`config.mk`:
```
export PLATFORM = sky130hd
export DESIGN_NAME = uno_seq
export DESIGN_NICKNAME = d
export VERILOG_FILES = /design/src/rtl/uno_seq.sv
export SDC_FILE = /design/constraint.sdc
export NUM_CORES = 1
export LEC_CHECK = 0
export ABC_AREA = 1
export CORE_UTILIZATION = 60
export DETAILED_ROUTE_END_ITERATION = 12
export GPL_TIMING_DRIVEN = 1
export PLACE_DENSITY = 0.82
export SLEW_MARGIN = 10
export SYNTH_ARGS = -nofsm -noshare
export SYNTH_HDL_FRONTEND = slang
export SYNTH_SLANG_ARGS = --single-unit
```
`constraint.sdc`:
```
create_clock -name clk -period 60.7 [get_ports clk]
set_input_delay 18.21 -clock clk [delete_from_list [all_inputs] [get_ports clk]]
set_output_delay 18.21 -clock clk [all_outputs]
set_load 0.1 [all_outputs]
```
`src/rtl/uno_seq.sv`:
```
// uno_seq: command sequencer for a shared MAC / nonlinear PE.
// Issues operand and coefficient beats, then captures the PE result.
module uno_seq #(
  parameter int MAC_BW  = 12,
  parameter int NTERM   = 8,
  parameter int MAC_LAT = 1
) (
  input  logic                   clk,
  input  logic                   rst,
  input  logic                   cmd_valid,
  output logic                   cmd_ready,
  input  logic [1:0]             cmd_op,
  input  logic [MAC_BW-1:0]      cmd_x,
  input  logic [MAC_BW-1:0]      cmd_y,
  input  logic [2*MAC_BW-1:0]    cmd_z,
  input  logic                   cmd_last,
  input  logic                   cfg_we,
  output logic                   cfg_ready,
  input  logic [1:0]             cfg_op,
  input  logic [$clog2(NTERM):0] cfg_idx,
  input  logic [MAC_BW-1:0]      cfg_data,
  output logic [1:0]             uno_op,
  output logic [MAC_BW-1:0]      uno_x,
  output logic [MAC_BW-1:0]      uno_y,
  output logic [2*MAC_BW-1:0]    uno_z,
  output logic [MAC_BW-1:0]      uno_coeff,
  output logic                   uno_first_cycle,
  output logic                   uno_last_cycle,
  output logic                   uno_acc_en,
  input  logic [2*MAC_BW-1:0]    uno_result,
  output logic                   rsp_valid,
  input  logic                   rsp_ready,
  output logic [2*MAC_BW-1:0]    rsp_data
);

  localparam int IW = $clog2(NTERM) + 1;
  localparam int KW = (IW > 1) ? IW - 1 : 1;
  localparam int CW = $clog2(MAC_LAT + 1) + 1;

  typedef enum logic [2:0] {
    IDLE,
    MACRUN,
    NLRUN,
    DRAIN,
    RESP
  } state_e;

  state_e state_q, state_d;

  logic [MAC_BW-1:0] coef_q [4][NTERM];
  logic [IW-1:0]     nt_q   [4];

  logic [IW-1:0]       k_q, k_d;
  logic [IW-1:0]       ntl_q, ntl_d;
  logic [CW-1:0]       cnt_q, cnt_d;
  logic [1:0]          uno_op_q, uno_op_d;
  logic [MAC_BW-1:0]   uno_x_q, uno_x_d;
  logic [MAC_BW-1:0]   uno_y_q, uno_y_d;
  logic [2*MAC_BW-1:0] uno_z_q, uno_z_d;
  logic [MAC_BW-1:0]   uno_coeff_q, uno_coeff_d;
  logic                uno_first_q, uno_first_d;
  logic                uno_last_q, uno_last_d;
  logic                uno_acc_q, uno_acc_d;
  logic                rsp_valid_q, rsp_valid_d;
  logic [2*MAC_BW-1:0] rsp_data_q, rsp_data_d;

  logic              cfg_wr;
  logic [IW-1:0]     nt_wr;
  logic [IW-1:0]     nt_fwd;
  logic [MAC_BW-1:0] coef0_fwd;

  assign cmd_ready = (state_q == IDLE) || (state_q == MACRUN);
  assign cfg_ready = (state_q == IDLE);
  assign cfg_wr    = cfg_we && cfg_ready && (cfg_op != 2'b00);

  // Term count is clamped into 1..NTERM before storage
  always_comb begin
    nt_wr = cfg_data[IW-1:0];
    if (cfg_data == '0) begin
      nt_wr = IW'(1);
    end else if (cfg_data > MAC_BW'(NTERM)) begin
      nt_wr = IW'(NTERM);
    end
  end

  // Same-cycle config write is forwarded to a command being accepted
  always_comb begin
    nt_fwd    = nt_q[cmd_op];
    coef0_fwd = coef_q[cmd_op][0];
    if (cfg_wr && (cfg_op == cmd_op)) begin
      if (cfg_idx == IW'(NTERM)) begin
        nt_fwd = nt_wr;
      end
      if (cfg_idx == '0) begin
        coef0_fwd = cfg_data;
      end
    end
  end

  // Coefficient and term-count table, written only while idle
  always_ff @(posedge clk or posedge rst) begin
    if (rst) begin
      for (int o = 0; o < 4; o++) begin
        nt_q[o] <= IW'(1);
        for (int i = 0; i < NTERM; i++) begin
          coef_q[o][i] <= '0;
        end
      end
    end else if (cfg_wr) begin
      if (cfg_idx == IW'(NTERM)) begin
        nt_q[cfg_op] <= nt_wr;
      end else if (cfg_idx < IW'(NTERM)) begin
        coef_q[cfg_op][cfg_idx[KW-1:0]] <= cfg_data;
      end
    end
  end

  // Next-state and registered PE / response outputs
  always_comb begin
    state_d     = state_q;
    k_d         = k_q;
    ntl_d       = ntl_q;
    cnt_d       = cnt_q;
    uno_op_d    = uno_op_q;
    uno_x_d     = uno_x_q;
    uno_y_d     = uno_y_q;
    uno_z_d     = uno_z_q;
    uno_coeff_d = uno_coeff_q;
    uno_first_d = 1'b0;
    uno_last_d  = 1'b0;
    uno_acc_d   = 1'b0;
    rsp_valid_d = rsp_valid_q;
    rsp_data_d  = rsp_data_q;
    unique case (state_q)
      IDLE: begin
        if (cmd_valid) begin
          uno_op_d = cmd_op;
          uno_x_d  = cmd_x;
          uno_y_d  = cmd_y;
          if (cmd_op == 2'b00) begin
            uno_z_d = cmd_z;
            cnt_d   = '0;
            state_d = cmd_last ? DRAIN : MACRUN;
          end else begin
            uno_z_d     = '0;
            uno_coeff_d = coef0_fwd;
            uno_first_d = 1'b1;
            uno_last_d  = (nt_fwd == IW'(1));
            ntl_d       = nt_fwd;
            k_d         = IW'(1);
            state_d     = NLRUN;
          end
        end
      end
      MACRUN: begin
        if (cmd_valid) begin
          uno_op_d  = 2'b00;
          uno_x_d   = cmd_x;
          uno_y_d   = cmd_y;
          uno_acc_d = 1'b1;
          if (cmd_last) begin
            cnt_d   = '0;
            state_d = DRAIN;
          end
        end
      end
      NLRUN: begin
        if (uno_last_q) begin
          // last term already on the PE; one drain cycle is spent here
          cnt_d   = CW'(1);
          state_d = DRAIN;
        end else begin
          uno_coeff_d = coef_q[uno_op_q][k_q[KW-1:0]];
          uno_last_d  = (k_q == ntl_q - IW'(1));
          k_d         = k_q + IW'(1);
        end
      end
      DRAIN: begin
        if (cnt_q == CW'(MAC_LAT)) begin
          rsp_data_d  = uno_result;
          rsp_valid_d = 1'b1;
          state_d     = RESP;
        end else begin
          cnt_d = cnt_q + CW'(1);
        end
      end
      RESP: begin
        if (rsp_ready) begin
          rsp_valid_d = 1'b0;
          state_d     = IDLE;
        end
      end
      default: state_d = IDLE;
    endcase
  end

  // State and output registers
  always_ff @(posedge clk or posedge rst) begin
    if (rst) begin
      state_q     <= IDLE;
      k_q         <= '0;
      ntl_q       <= IW'(1);
      cnt_q       <= '0;
      uno_op_q    <= '0;
      uno_x_q     <= '0;
      uno_y_q     <= '0;
      uno_z_q     <= '0;
      uno_coeff_q <= '0;
      uno_first_q <= 1'b0;
      uno_last_q  <= 1'b0;
      uno_acc_q   <= 1'b0;
      rsp_valid_q <= 1'b0;
      rsp_data_q  <= '0;
    end else begin
      state_q     <= state_d;
      k_q         <= k_d;
      ntl_q       <= ntl_d;
      cnt_q       <= cnt_d;
      uno_op_q    <= uno_op_d;
      uno_x_q     <= uno_x_d;
      uno_y_q     <= uno_y_d;
      uno_z_q     <= uno_z_d;
      uno_coeff_q <= uno_coeff_d;
      uno_first_q <= uno_first_d;
      uno_last_q  <= uno_last_d;
      uno_acc_q   <= uno_acc_d;
      rsp_valid_q <= rsp_valid_d;
      rsp_data_q  <= rsp_data_d;
    end
  end

  assign uno_op          = uno_op_q;
  assign uno_x           = uno_x_q;
  assign uno_y           = uno_y_q;
  assign uno_z           = uno_z_q;
  assign uno_coeff       = uno_coeff_q;
  assign uno_first_cycle = uno_first_q;
  assign uno_last_cycle  = uno_last_q;
  assign uno_acc_en      = uno_acc_q;
  assign rsp_valid       = rsp_valid_q;
  assign rsp_data        = rsp_data_q;

endmodule

```
==> results of run 1 <==
## area by class of cell
cell class	count	area share (%)
Clock inverter	18	0.7009
Tap cell	468	2.262
Clock buffer	78	6.028
Multi-Input combinational cell	1965	32.84
Sequential cell	503	48.67
Timing Repair Buffer	212	7.976
Inverter	102	1.518
## power breakdown
group	internal [mW]	switching, mW
registers	0.392	0.0363
clock network	0.190	0.133
logic	0.134	0.433
total	0.716	0.602
## sequential cells by signal, indices dropped and copies added (netlist names), 2 cells and up
signal     count
cnt_q          2
coef_q       384
k_q            4
nt_q          16
ntl_q          4
rsp_data      24
state_q        3
uno_coeff     12
uno_op         2
uno_x         12
uno_y         12
uno_z         24
## layout by cell type, fill, tap and decap left out, types with 2 or more instances in the layout
master	instances
nor3_1	13
nor2_4	2
ha_1	3
a21oi_1	39
nand3_1	236
o21ai_1	20
xnor2_1	5
dfstp_2	5
bufinv_16	3
nor2_1	213
nor3_4	2
dfrtp_1	496
inv_2	2
clkinvlp_4	2
nand4_1	2
clkinv_1	7
o21ai_0	356
clkbuf_16	53
inv_1	91
clkdlybuf4s50_1	189
nand2_1	1037
clkbuf_8	14
clkinv_2	12
a32o_1	24
buf_4	23
clkbuf_1	11
o22ai_1	3
## worst reg2reg max path: cells and delay by family, from the launching register on
kind                   cells  cell delay, ns
AOI/OAI and AO/OA          2            0.46
and+or+nand+nor            6            0.77
DFF                        1            0.51
buffers and inverters      2            1.66
## metal layers
metal / share of wire [%] / vias up
met5: 0 / -
met4: 4.9 / 0
met3: 10 / 168
met2: 46 / 1079
met1: 39 / 9222
li1: - / 9021
## final timing paths
| check | start | endpoint | slack (ns) | cells after the start |
|---|---|---|---|---|
| worst min register to register | nt_q[12] | nt_q[12] | 0.37 | 0 |
| worst min-delay path | nt_q[12] | nt_q[12] | 0.37 | 0 |
| worst max register to register | uno_op[0] | uno_coeff[2] | 57.23 | 10 |
| min in group asynchronous | rst | uno_x[11] | 18.09 | 2 |
| max in group asynchronous | rst | coef_q[46] | 40.44 | 4 |
| worst max-delay path | cmd_op[1] | uno_coeff[4] | 39.50 | 12 |
## cells by family after synthesis
family | count (synthesis)
xor+xnor | 6
simple gates | 1509
flops | 503
fa+ha+maj | 3
buf+inv | 382
compound gates | 447
## synth_stat cells (2+ instances only)
cell type / instances
dfrtp_1: 498
a32o_1: 24
buf_1: 12
buf_2: 20
xnor2_1: 5
a21oi_1: 39
clkinv_1: 7
dfstp_2: 5
nor2_4: 2
nand4_1: 2
inv_1: 92
nand2_1: 1037
o22ai_1: 3
o21ai_0: 356
clkbuf_1: 248
nor3_1: 14
ha_1: 3
nor2_1: 213
o21ai_1: 20
inv_2: 3
nand3_1: 236
nor3_4: 2
## stage by stage
stage          hold WS (ns)  util [%]  power, mW  instances
3_5_place_dp         0.3625     65.63     0.9897       3250
2_1_floorplan        0.4288         -     0.8384       2850
5_1_grt              0.3727     70.36      1.371       3346
6_report             0.3720     70.36      1.318       3346
4_1_cts              0.3710     70.36      1.315       3346
3_3_place_gp         0.3598     65.63     0.9794       3250
==> results.yml, run 1 <==
floorplanning:
  rows: 70
  die_w_um: 195.9
  core_area_um2: 36790
  die_area_um2: 38360
  start_util_pct: 61.30
  die_h_um: 195.9
  ios: 190
hold_path:
  hp-class: "flip-flop to flip-flop"
clock_network:
  cts_buffers: 52
  cts_root_buffer: "clkbuf_16"
  ctsHoldBuffers: 0
  tritoncts: "done"
  path_clk_slew_ns: 0.06
  cts_setup_buffers: 0
  clk_latency_ns: 0.59
  numClockSinks: 503
  cts.repair.resized: 0
  cts.htree.levels: 2
  cts_buffer_depth: 3
yosys:
  synth_top_area_share_pct: 55.27
  syn_nets: 2951
  synth_area_leader_cell: "dfrtp_1"
  synth-xor-area-share_pct: 0.2331
  synth_simple_gate_area_share_pct: 26.74
  netlist_area_um2: 22550
  synthAdderAreaFrac_pct: 0.1665
  synthFlopType: "dfrtp_1"
  synth-seq-cells: 503
  synth_area_leaders: "dfrtp_1, nand2_1, o21ai_0"
  synth_compound_area_share_pct: 10.54
  ys_seq_area_share_pct: 55.85
  yosysWarnings: 0
  ys_async_sr_fraction_pct: 100.0
  synthMuxAreaShare_pct: 0
  synth_top_family_by_area: "simple AND/OR/NAND/NOR gates"
  synthCells: 2850
  synth_edf_count: 0
  synth.distinct_cells: 31
  syn_area_per_cell_um2: 7.912
grt:
  grt_max_degree: 97
  grt_pass1_wl_mm: 101.2
  grtUsageMet3_pct: 7.151
  use_met1_pct: 45.24
  grt_overflow: 0
  busiest_layer: "met2"
  gr-usage-met2_pct: 52.38
  first_global_vias: 18830
  grt.total_usage_pct: 33.71
  antenna_found_initial: 0
setup_path:
  start_kind: "input port"
  crit_family: "simple AND/OR/NAND/NOR gates"
  worstPathArrival_ns: 21.72
  slowest_delay_ns: 0.87
  critPathMaxFanout: 19
  worst_path_max_delay_cell: "clkdlybuf4s50_1"
  crit_chain: "clkdlybuf4s50_1 -> clkinv_1 -> nand2_1 -> nand2_1 -> nand2_1 -> nor2_1 -> nand2_1 -> nand2_1 -> nand3_1 -> nand2_1 -> inv_1 -> a21oi_1"
  crit_required_ns: 61.22
  critPathKind: "input port to flip-flop"
  endpoint_kind: "flip-flop"
  crit_path_frequent_cell: "nand2_1"
  path_buf_inv: 3
placement:
  dp_hpwl_mm: 38.39
  dpl_cell_area_um2: 24140
  routabilityCongestion: 0.8781
  dp_slack_ns: 39.11
  io_buffer_count: 189
timing:
  finalCritPeriodShare_pct: 34.93
  fin_crit_ns: 21.20
  finClkSkew_ns: 0.01664
  setup_slack_ns: 39.50
  drv_slew: 0
  max_slew_margin_pct: 16.11
  finalSetupTns_ns: 0
  worst_pin_slew_ns: 1.257
  fmax_mhz: 47.17
  rsz0062_at_grt: "false"
  setup_viol: 0
  finalHoldViolCount: 0
routing:
  vias: 19490
  dr.pass1.iters: 8
  drt-wirelength-per-cell_um: 19.07
  drt_iter0_markers: 2196
  routed_wl_mm: 63.80
  drc_errors: 0
  vias_per_cell: 5.825
  ant_nets: 0
layout:
  fill_cells: 2793
  multi_input_area_um2: 8501
  diodes: 0
  design_area_um2: 25880
  drive_gt1_share_pct: 4.378
  area_delta_synth_final_pct: 14.79
  nets: 2937
  ff_latch_area_um2: 12600
power_and_ir_drop:
  peakVddDrop_mv: 0.04955
  p_per_area_nw_per_um2: 50.91
  p_leak_nw: 12.24
status:
  status: "completed"
flow_run:
  maxCapViolCount: 0
Note: power is estimated with default switching activity, not from simulation.
==> inputs of run 2 (changes only) <==
--- a/config.mk
+++ b/config.mk
@@ -6,10 +6,10 @@
 export NUM_CORES = 1
 export LEC_CHECK = 0
 export ABC_AREA = 1
-export CORE_UTILIZATION = 60
+export CORE_UTILIZATION = 53
 export DETAILED_ROUTE_END_ITERATION = 12
 export GPL_TIMING_DRIVEN = 1
-export PLACE_DENSITY = 0.82
+export PLACE_DENSITY = 0.77
 export SLEW_MARGIN = 10
 export SYNTH_ARGS = -nofsm -noshare
 export SYNTH_HDL_FRONTEND = slang
==> constraint.sdc (replaced) <==
create_clock -name clk -period 18.9 [get_ports clk]
set_input_delay 5.67 -clock clk [delete_from_list [all_inputs] [get_ports clk]]
set_output_delay 5.67 -clock clk [all_outputs]
set_load 0.1 [all_outputs]
==> run 2 against run 1 <==
Clock power grew to 3.3 times the previous value. Cell count is 2.2% higher. Routed wire length is 1.2% lower. Core utilization is 8.2 points lower. Sequential cell count stayed put. Critical path type unchanged. Largest cell class unchanged. Highest routed layer is now met5.
==> results.yml, run 2 (synthesized netlist as in run 1, its figures left out) <==
setup_path:
  critPathMaxFanout: 19
  critPathKind: "input port to flip-flop"
  start_kind: "input port"
  crit_required_ns: 19.41
  endpoint_kind: "flip-flop"
  cp-startpoint: "cmd_op[1]"
  rr_worst_depth: 8
  worstPathArrival_ns: 9.15
  worstReg2RegStart: "uno_op[0]"
  rr_endpoint: "uno_coeff[10]"
  rrSetupSlack_ns: 15.30
grt:
  first_global_vias: 18650
  antenna_found_initial: 1
  grt.total_usage_pct: 29.46
  busiest_layer: "met2"
  grtUsageMet3_pct: 7.532
  grt_max_degree: 187
  grt_pass1_wl_mm: 100.8
  gr-usage-met2_pct: 44.93
  grt_overflow: 0
  use_met1_pct: 39.48
clock_network:
  cts_buffers: 51
  cts_root_buffer: "clkbuf_16"
  cts_buffer_depth: 3
  ctsHoldBuffers: 0
  cts.htree.levels: 2
  cts.repair.resized: 0
  numClockSinks: 503
  path_clk_slew_ns: 0.06
  cts_setup_buffers: 0
  clk_latency_ns: 0.60
  tritoncts: "done"
layout:
  ff_latch_area_um2: 12600
  most-common-layout-cells: "nand2_1, dfrtp_1, o21ai_0"
  multi_input_area_um2: 8503
  fill_cells: 3577
  top_register: "coef_q"
  nets: 2939
  diodes: 0
  largest_reg_flops: 384
  area_delta_synth_final_pct: 15.63
  final_common_cell: "nand2_1"
  drive_gt1_share_pct: 4.550
floorplanning:
  die_area_um2: 43370
  rows: 75
  die_w_um: 208.3
  start_util_pct: 53.75
  die_h_um: 208.3
  core_area_um2: 41950
  ios: 190
timing:
  fmax_mhz: 115.8
  drv_slew: 0
  max_slew_margin_pct: 21.35
  setup_viol: 0
  finalCritPeriodShare_pct: 45.70
  fin_crit_ns: 8.638
  rsz0062_at_grt: "false"
  finalHoldViolCount: 0
  worst_pin_slew_ns: 1.178
  finalSetupTns_ns: 0
  finClkSkew_ns: 0.01597
routing:
  drc_errors: 0
  vias: 19330
  drt-wirelength-per-cell_um: 18.45
  drt_iter0_markers: 2268
  vias_per_cell: 5.654
  routed_wl_mm: 63.06
  ant_nets: 0
  dr.pass1.iters: 6
power_and_ir_drop:
  p_leak_nw: 12.28
  peakVddDrop_mv: 0.1576
  power_mw: 4.260
  p_per_area_nw_per_um2: 163.4
hold_path:
  worstHoldStart: "nt_q[12]"
  holdPathEnd: "nt_q[12]"
  whs_path_depth: 0
  hp-class: "flip-flop to flip-flop"
placement:
  routabilityCongestion: 0.9111
  io_buffer_count: 189
  dp_hpwl_mm: 38.33
status:
  status: "completed"
flow_run:
  maxCapViolCount: 0
==> run 2: how the worst max path moves through the flow <==
stage / endpoint / slack [ns] / cells past startpoint
finish: uno_coeff[10] / 10.26 / 12
global route: uno_coeff[10] / 9.91 / 12
CTS: coef_q[124] / 10.39 / 5
detailed placement: coef_q[125] / 9.79 / 5
global placement: coef_q[63] / 9.82 / 5
floorplan: cnt_q[0] / 6.41 / 1
==> run 2: layer usage <==
layer	vias up	wire length, µm	share of wire, %
li1	9009	-	-
met1	9199	25460	40
met2	936	28560	45
met3	179	6031	9.6
met4	2	2993	4.7
met5	-	12	0.019
==> run 2: metrics by stage <==
stage | cells | hold slack (ns) | setup slack, ns | util [%] | area [µm²]
after global routing | 3418 | 0.3758 | 9.909 | 62.15 | 26070
after global placement | 3324 | 0.3590 | 9.821 | 57.85 | 24270
final | 3418 | 0.3715 | 10.26 | 62.15 | 26070
after detailed placement | 3324 | 0.3617 | 9.787 | 57.85 | 24270
after CTS | 3418 | 0.3707 | 10.39 | 62.15 | 26070
after floorplan | 2850 | 0.4288 | 6.408 | - | 22550
==> run 2: cell type report <==
cell class / instances / area share, %
Tap cell: 539 / 2.587
Multi-Input combinational cell: 1965 / 32.62
Inverter: 102 / 1.493
Sequential cell: 503 / 48.33
Timing Repair Buffer: 215 / 8.053
Clock buffer: 75 / 5.941
Clock inverter: 19 / 0.9790
==> run 2: worst max-delay path, cell delays in order <==
cell             delay (ns)
clkdlybuf4s50_1        0.85
clkinv_1               0.59
nand2_1                0.11
nand2_1                0.08
nand2_1                0.05
nor2_1                 0.76
nand2_1                0.48
nand2_1                0.15
nand3_1                0.08
nand2_1                0.08
inv_1                  0.05
a21oi_1                0.15
==> run 2: power by group <==
part           internal (mW)  leakage [nW]  total (mW)  switching, mW
Combinational          0.431          4.58        1.79           1.36
Sequential              1.26          6.81        1.39          0.130
Clock                  0.648         0.884        1.08          0.430
Total                   2.34          12.3        4.26           1.92
==> RTL change 1 (settings of run 2) <==
Add an input register stage for `cfg_idx`, without a reset; this delays it by one clock. The other inputs are not delayed to match.
--- a/src/rtl/uno_seq.sv
+++ b/src/rtl/uno_seq.sv
@@ -46,4 +46,10 @@
   } state_e;
 
+  logic [$clog2(NTERM):0] cfg_idx_q;
+
+  always_ff @(posedge clk) begin
+    cfg_idx_q <= cfg_idx;
+  end
+
   state_e state_q, state_d;
 
@@ -89,8 +95,8 @@
     coef0_fwd = coef_q[cmd_op][0];
     if (cfg_wr && (cfg_op == cmd_op)) begin
-      if (cfg_idx == IW'(NTERM)) begin
+      if (cfg_idx_q == IW'(NTERM)) begin
         nt_fwd = nt_wr;
       end
-      if (cfg_idx == '0) begin
+      if (cfg_idx_q == '0) begin
         coef0_fwd = cfg_data;
       end
@@ -108,8 +114,8 @@
       end
     end else if (cfg_wr) begin
-      if (cfg_idx == IW'(NTERM)) begin
+      if (cfg_idx_q == IW'(NTERM)) begin
         nt_q[cfg_op] <= nt_wr;
-      end else if (cfg_idx < IW'(NTERM)) begin
-        coef_q[cfg_op][cfg_idx[KW-1:0]] <= cfg_data;
+      end else if (cfg_idx_q < IW'(NTERM)) begin
+        coef_q[cfg_op][cfg_idx_q[KW-1:0]] <= cfg_data;
       end
     end
Function: not settled (the Yosys comparison gave no result); the edit may change what the design does.
==> RTL change 1 against run 2 <==
- first-iteration DRC count is 11% lower
- global-route usage is 0.23 points higher
- combinational power hardly changed
- core utilization is 0.20 points lower
- final cell count is 1.6% lower
- design area is 0.32% lower
- highest routed layer is now met4
- synthesized area hardly changed
- largest cell class unchanged
- setup slack better by 0.014 ns
- clock power is 6% lower
- power is 0.90% lower
- sequential cell count is 4 higher
- routed wire length is 0.75% higher
==> RTL change 1: results (changes against run 2) <==
The number of buffers created by CTS was 52 (+2.0%); the count of cell types in the netlist was 32 (+3.2%). The non-filler instance count after layout was 3363 (-1.6%). The setup slack at placement came out at 9.91 ns (+0.123 ns). The sequential element share of the synthesized area is 56.2% (+0.32 points). The number of cells on the worst reg-to-reg path came out at 9 (+1).

Power density over the cells: 162 mW/mm^2 (-0.58%). The worst register-to-register path begins at uno_op[1]. The layout net count is 2884 (-1.9%), and the filler cell count is 3506 (-2.0%). The layout cell share with drive strength beyond 1 works out to 5.17% (+0.62 points). The run gives 6.13% (-1.4 points) as the met3 demand-to-capacity share in global routing. The via count of the first global-routing pass came out at 18774 (+0.65%). The run finished with clean final reports.

The logs give 2010 (-11%) for the number of design-rule violations left by the first detailed-router iteration and 12.1 nW (-1.4%) for the static leakage. The run gives 15.5% (-5.9 points) as the worst max-slew margin expressed relative to the limit. Worst min-delay path category: reg -> reg. The total routing resource utilization after global routing was 29.7% (+0.23 points); the routed via count divided by cell count was 5.69 (+0.56%).

After synthesis, the cell types taking the most area are sky130_fd_sc_hd__dfrtp_1 55%, sky130_fd_sc_hd__nand2_1 16%, sky130_fd_sc_hd__o21ai_0 8.3%, sky130_fd_sc_hd__nand3_1 5.0%, sky130_fd_sc_hd__clkbuf_1 4.2%. The share of synthesized registers carrying an async set or reset came out at 99.2% (-0.79 points). The tools report the termination of the worst setup path as uno_coeff[3]. The run gives 0.0425 ns (+0.0265 ns) as the final setup skew.

In this run the critical register-to-register path is captured at uno_coeff[5]. The final estimated routing congestion in global placement came out at 0.881 (-3.3%). The worst setup slack for register-to-register paths is 15.41 ns (+0.11 ns). The tools report the portion of total power attributed to sequential cells as 33.4% (+0.8 points). For the final routed wirelength across all metal layers, the log shows 63500 um (+0.75%). Broken down by cell family, the worst path's largest delay share belongs to simple AND/OR/NAND/NOR gates.

The tools report the clock network power as 1.02 mW (-6%). The arrival time at the worst endpoint came out at 9.14 ns (about the same). The post-synthesis area per instance came out at 8.08 um^2 (+2.1%).

The proportion of total power due to net switching was 45.6% (+0.41 points). For the maximum resistive drop on vdd, the log shows 0.200 mV (+27%). The worst hold slack across all endpoints was 0.371 ns (-0.000579 ns); the total cell area at the placement stage was 0.0243 mm^2 (+0.12%).

The logs give 102000 um (+0.98%) for the wire length of the first global-routing pass and 191 (+2.1%) for the pin count of the biggest net entering global routing. Ranked by instance count, the synthesized netlist is headed by 964 x sky130_fd_sc_hd__nand2_1, 498 x sky130_fd_sc_hd__dfrtp_1, 374 x sky130_fd_sc_hd__o21ai_0, 252 x sky130_fd_sc_hd__clkbuf_1, 227 x sky130_fd_sc_hd__nand3_1. The run gives 6 (unchanged) as the detailed-routing iteration count for the pre-antenna-repair pass. The logs give 38.4% (-1.1 points) for the met1 track demand over resource in global routing and 47.4% (+2.4 points) for the routing usage on met2. The logs give 38000 um (-0.93%) for the HPWL after detailed placement and 0 (-1) for the initial antenna violation count.
[RTL change 1: cell families after synthesis]
logic type                 synth area share [%]
AOI/OAI and AO/OA                          10.7
muxes                                      1.20
buffers and inverters                      6.38
DFF                                        56.2
and+or+nand+nor                            25.1
adders and majority gates                 0.166
xor gates and xnor gates                  0.233
[RTL change 1: layout make-up]
class | count | area, um^2 | share of cell area (%)
Clock buffer | 84 | 1590 | 6.12
Clock inverter | 11 | 101 | 0.390
Inverter | 100 | 382 | 1.47
Multi-Input combinational cell | 1907 | 8450 | 32.5
Sequential cell | 507 | 12700 | 48.8
Tap cell | 539 | 674 | 2.59
Timing Repair Buffer | 215 | 2110 | 8.13
[RTL change 1: per-layer routing]
metal	share of wire, %	up-vias
met5	0	-
li1	-	8866
met1	39	9144
met3	9.0	205
met4	5.4	0
met2	46	905
==> RTL change 2 (flow settings as in run 2) <==
Made on the original files. `MAC_BW`: 12 -> 6.
--- a/src/rtl/uno_seq.sv
+++ b/src/rtl/uno_seq.sv
@@ -2,5 +2,5 @@
 // Issues operand and coefficient beats, then captures the PE result.
 module uno_seq #(
-  parameter int MAC_BW  = 12,
+  parameter int MAC_BW  = 6,
   parameter int NTERM   = 8,
   parameter int MAC_LAT = 1
Interface: changed (10 resized); port bits go from 190 to 106. No check against the original RTL was run, so the function may have changed too.
==> RTL change 2 against run 2 <==
- via count down 46%
- count of clock-buffer cells in the layout down 27
- clock skew down 0.0012 ns
- routed wire length down 49%
- register-to-register slack better by 0.50 ns
- synthesized area down 43%
- design area down 44%
- setup slack worse by 0.013 ns
- power down 46%
- sequential cell count down 234
==> RTL change 2: results (changes against run 2) <==
Yosys attributes the largest share of cell area to sky130_fd_sc_hd__dfrtp_1 52%, sky130_fd_sc_hd__nand2_1 17%, sky130_fd_sc_hd__nand3_1 5.8%, sky130_fd_sc_hd__o21ai_1 4.9%, sky130_fd_sc_hd__inv_1 3.2%. The share of final layout cell area taken by clock buffers and inverters was 6.35% (-0.57 points). The run gives 1 (-1) as the number of levels in the clock H-tree. Area of the multi-input gates: 0.00492 mm^2 (-42%). The tools report the arrival time at the worst endpoint as 2.98 ns (-6.17 ns).

Detailed-routing iteration count for the pre-antenna-repair pass: 5 (-1). The number of placed instances, taps included is 1901 (-43%), and the synthesized-area fraction occupied by ao, oa, aoi and oai cells is 10.1% (-0.46 points). The highest fanout seen on the critical path came out at 96 (+77).

The proportion of total power due to net switching was 45.1% (-0.088 points). The sequential element share of the synthesized area was 52.9% (-3.0 points); the number of cells on the worst reg-to-reg path was 11 (+3). The count of multi-input gates is 1086 (-45%). The layout net count is 1672 (-43%), and the post-synthesis share of cell area spent on full adders, half adders and majority gates is 0.294% (+0.13 points). The clock network latency to the later pin of the worst-skew pair was 0.55 ns (-0.05 ns). The kind of cell with the highest combined delay along the critical path is buffers and inverters.

The total routing resource utilization after global routing was 26.6% (-2.8 points). The run gives 145 (-22%) as the pin count of the biggest net entering global routing. The tools report the final setup skew as 0.0148 ns (-0.00121 ns). The mux contribution to synthesized area is 0.265% (+0.27 points). The static leakage was 6.84 nW (-44%); the average routed wire per standard cell was 16.3 um (-12%). The fraction of standard cell area that is sequential is 46.4% (-1.9 points). The number of design-rule violations left by the first detailed-router iteration is 890 (-61%), and the layout overhead on the synthesized area is 13.9%. Minimum period implied by the final worst setup slack: 8.65 ns (+0.0127 ns).

The power in sequential cells is 0.748 mW (-46%). The filler cell count is 2053 (-43%). Post-synthesis cell count: 1613 (-43%).

The most critical setup path has its endpoint at uno_op[0]. HPWL after detailed placement: 20000 um (-48%). For the worst setup slack for register-to-register paths, the log shows 15.80 ns (+0.50 ns). The worst-margin pin slew came out at 1.20 ns (+0.0253 ns).

The non-clock buffer total of the final layout was 111 (-48%); the initial antenna violation count was 0 (-1). The routed via count divided by cell count was 5.34 (-5.6%). The worst register-to-register path ends at uno_coeff[0]. The number of buffers created by CTS is 29 (-43%).

The logs give 269 (-47%) for the flip-flop and latch count and 0.366 ns (-0.00584 ns) for the worst hold slack across all endpoints. In this run the worst setup path begins at uno_op[0]. The post-synthesis share of cell area spent on xor and xnor gates is 0.481% (+0.25 points), and the via count of the first global-routing pass is 9839 (-47%). The setup slack at placement is 10.21 ns (+0.422 ns). The logs give 0.0136 mm^2 (-44%) for the total cell area at the placement stage and 0.0991 mV (-37%) for the maximum resistive drop on vdd. The overall power consumption is 2.28 mW (-46%). The flow ran to the end, and the final reports show no timing, DRC or antenna violations.

The run gives 0.0145 mm^2 (-44%) as the area of all placed cells without fillers. Layout cell share with drive strength beyond 1: 5.57% (+1.0 points). Layout buffering overhead excluding clock cells: 7.55% (-0.51 points).

Number of clock buffer instances in the layout: 48 (-36%).
-- RTL change 2: changes by cell type in the layout (fill, tap and decap cells not counted), moves of 19 or more --
| cell | before | now |
|---|---|---|
| sky130_fd_sc_hd__buf_4 | 25 | 6 |
| sky130_fd_sc_hd__nor2_1 | 212 | 64 |
| sky130_fd_sc_hd__o21ai_1 | 20 | 126 |
| sky130_fd_sc_hd__nand3_1 | 236 | 148 |
| sky130_fd_sc_hd__dfrtp_1 | 496 | 263 |
| sky130_fd_sc_hd__nand2_1 | 1037 | 579 |
| sky130_fd_sc_hd__clkbuf_16 | 53 | 29 |
| sky130_fd_sc_hd__o21ai_0 | 356 | 56 |
| sky130_fd_sc_hd__clkdlybuf4s50_1 | 189 | 105 |
-- RTL change 2: per-layer routing --
layer / part of all wire, % / vias up / global-route usage [%]
li1: - / 5089 / -
met4: 2.7 / 0 / 8.37
met3: 6.2 / 56 / 3.47
met5: 0 / - / 1.66
met1: 45 / 4926 / 37.8
met2: 46 / 349 / 42.5
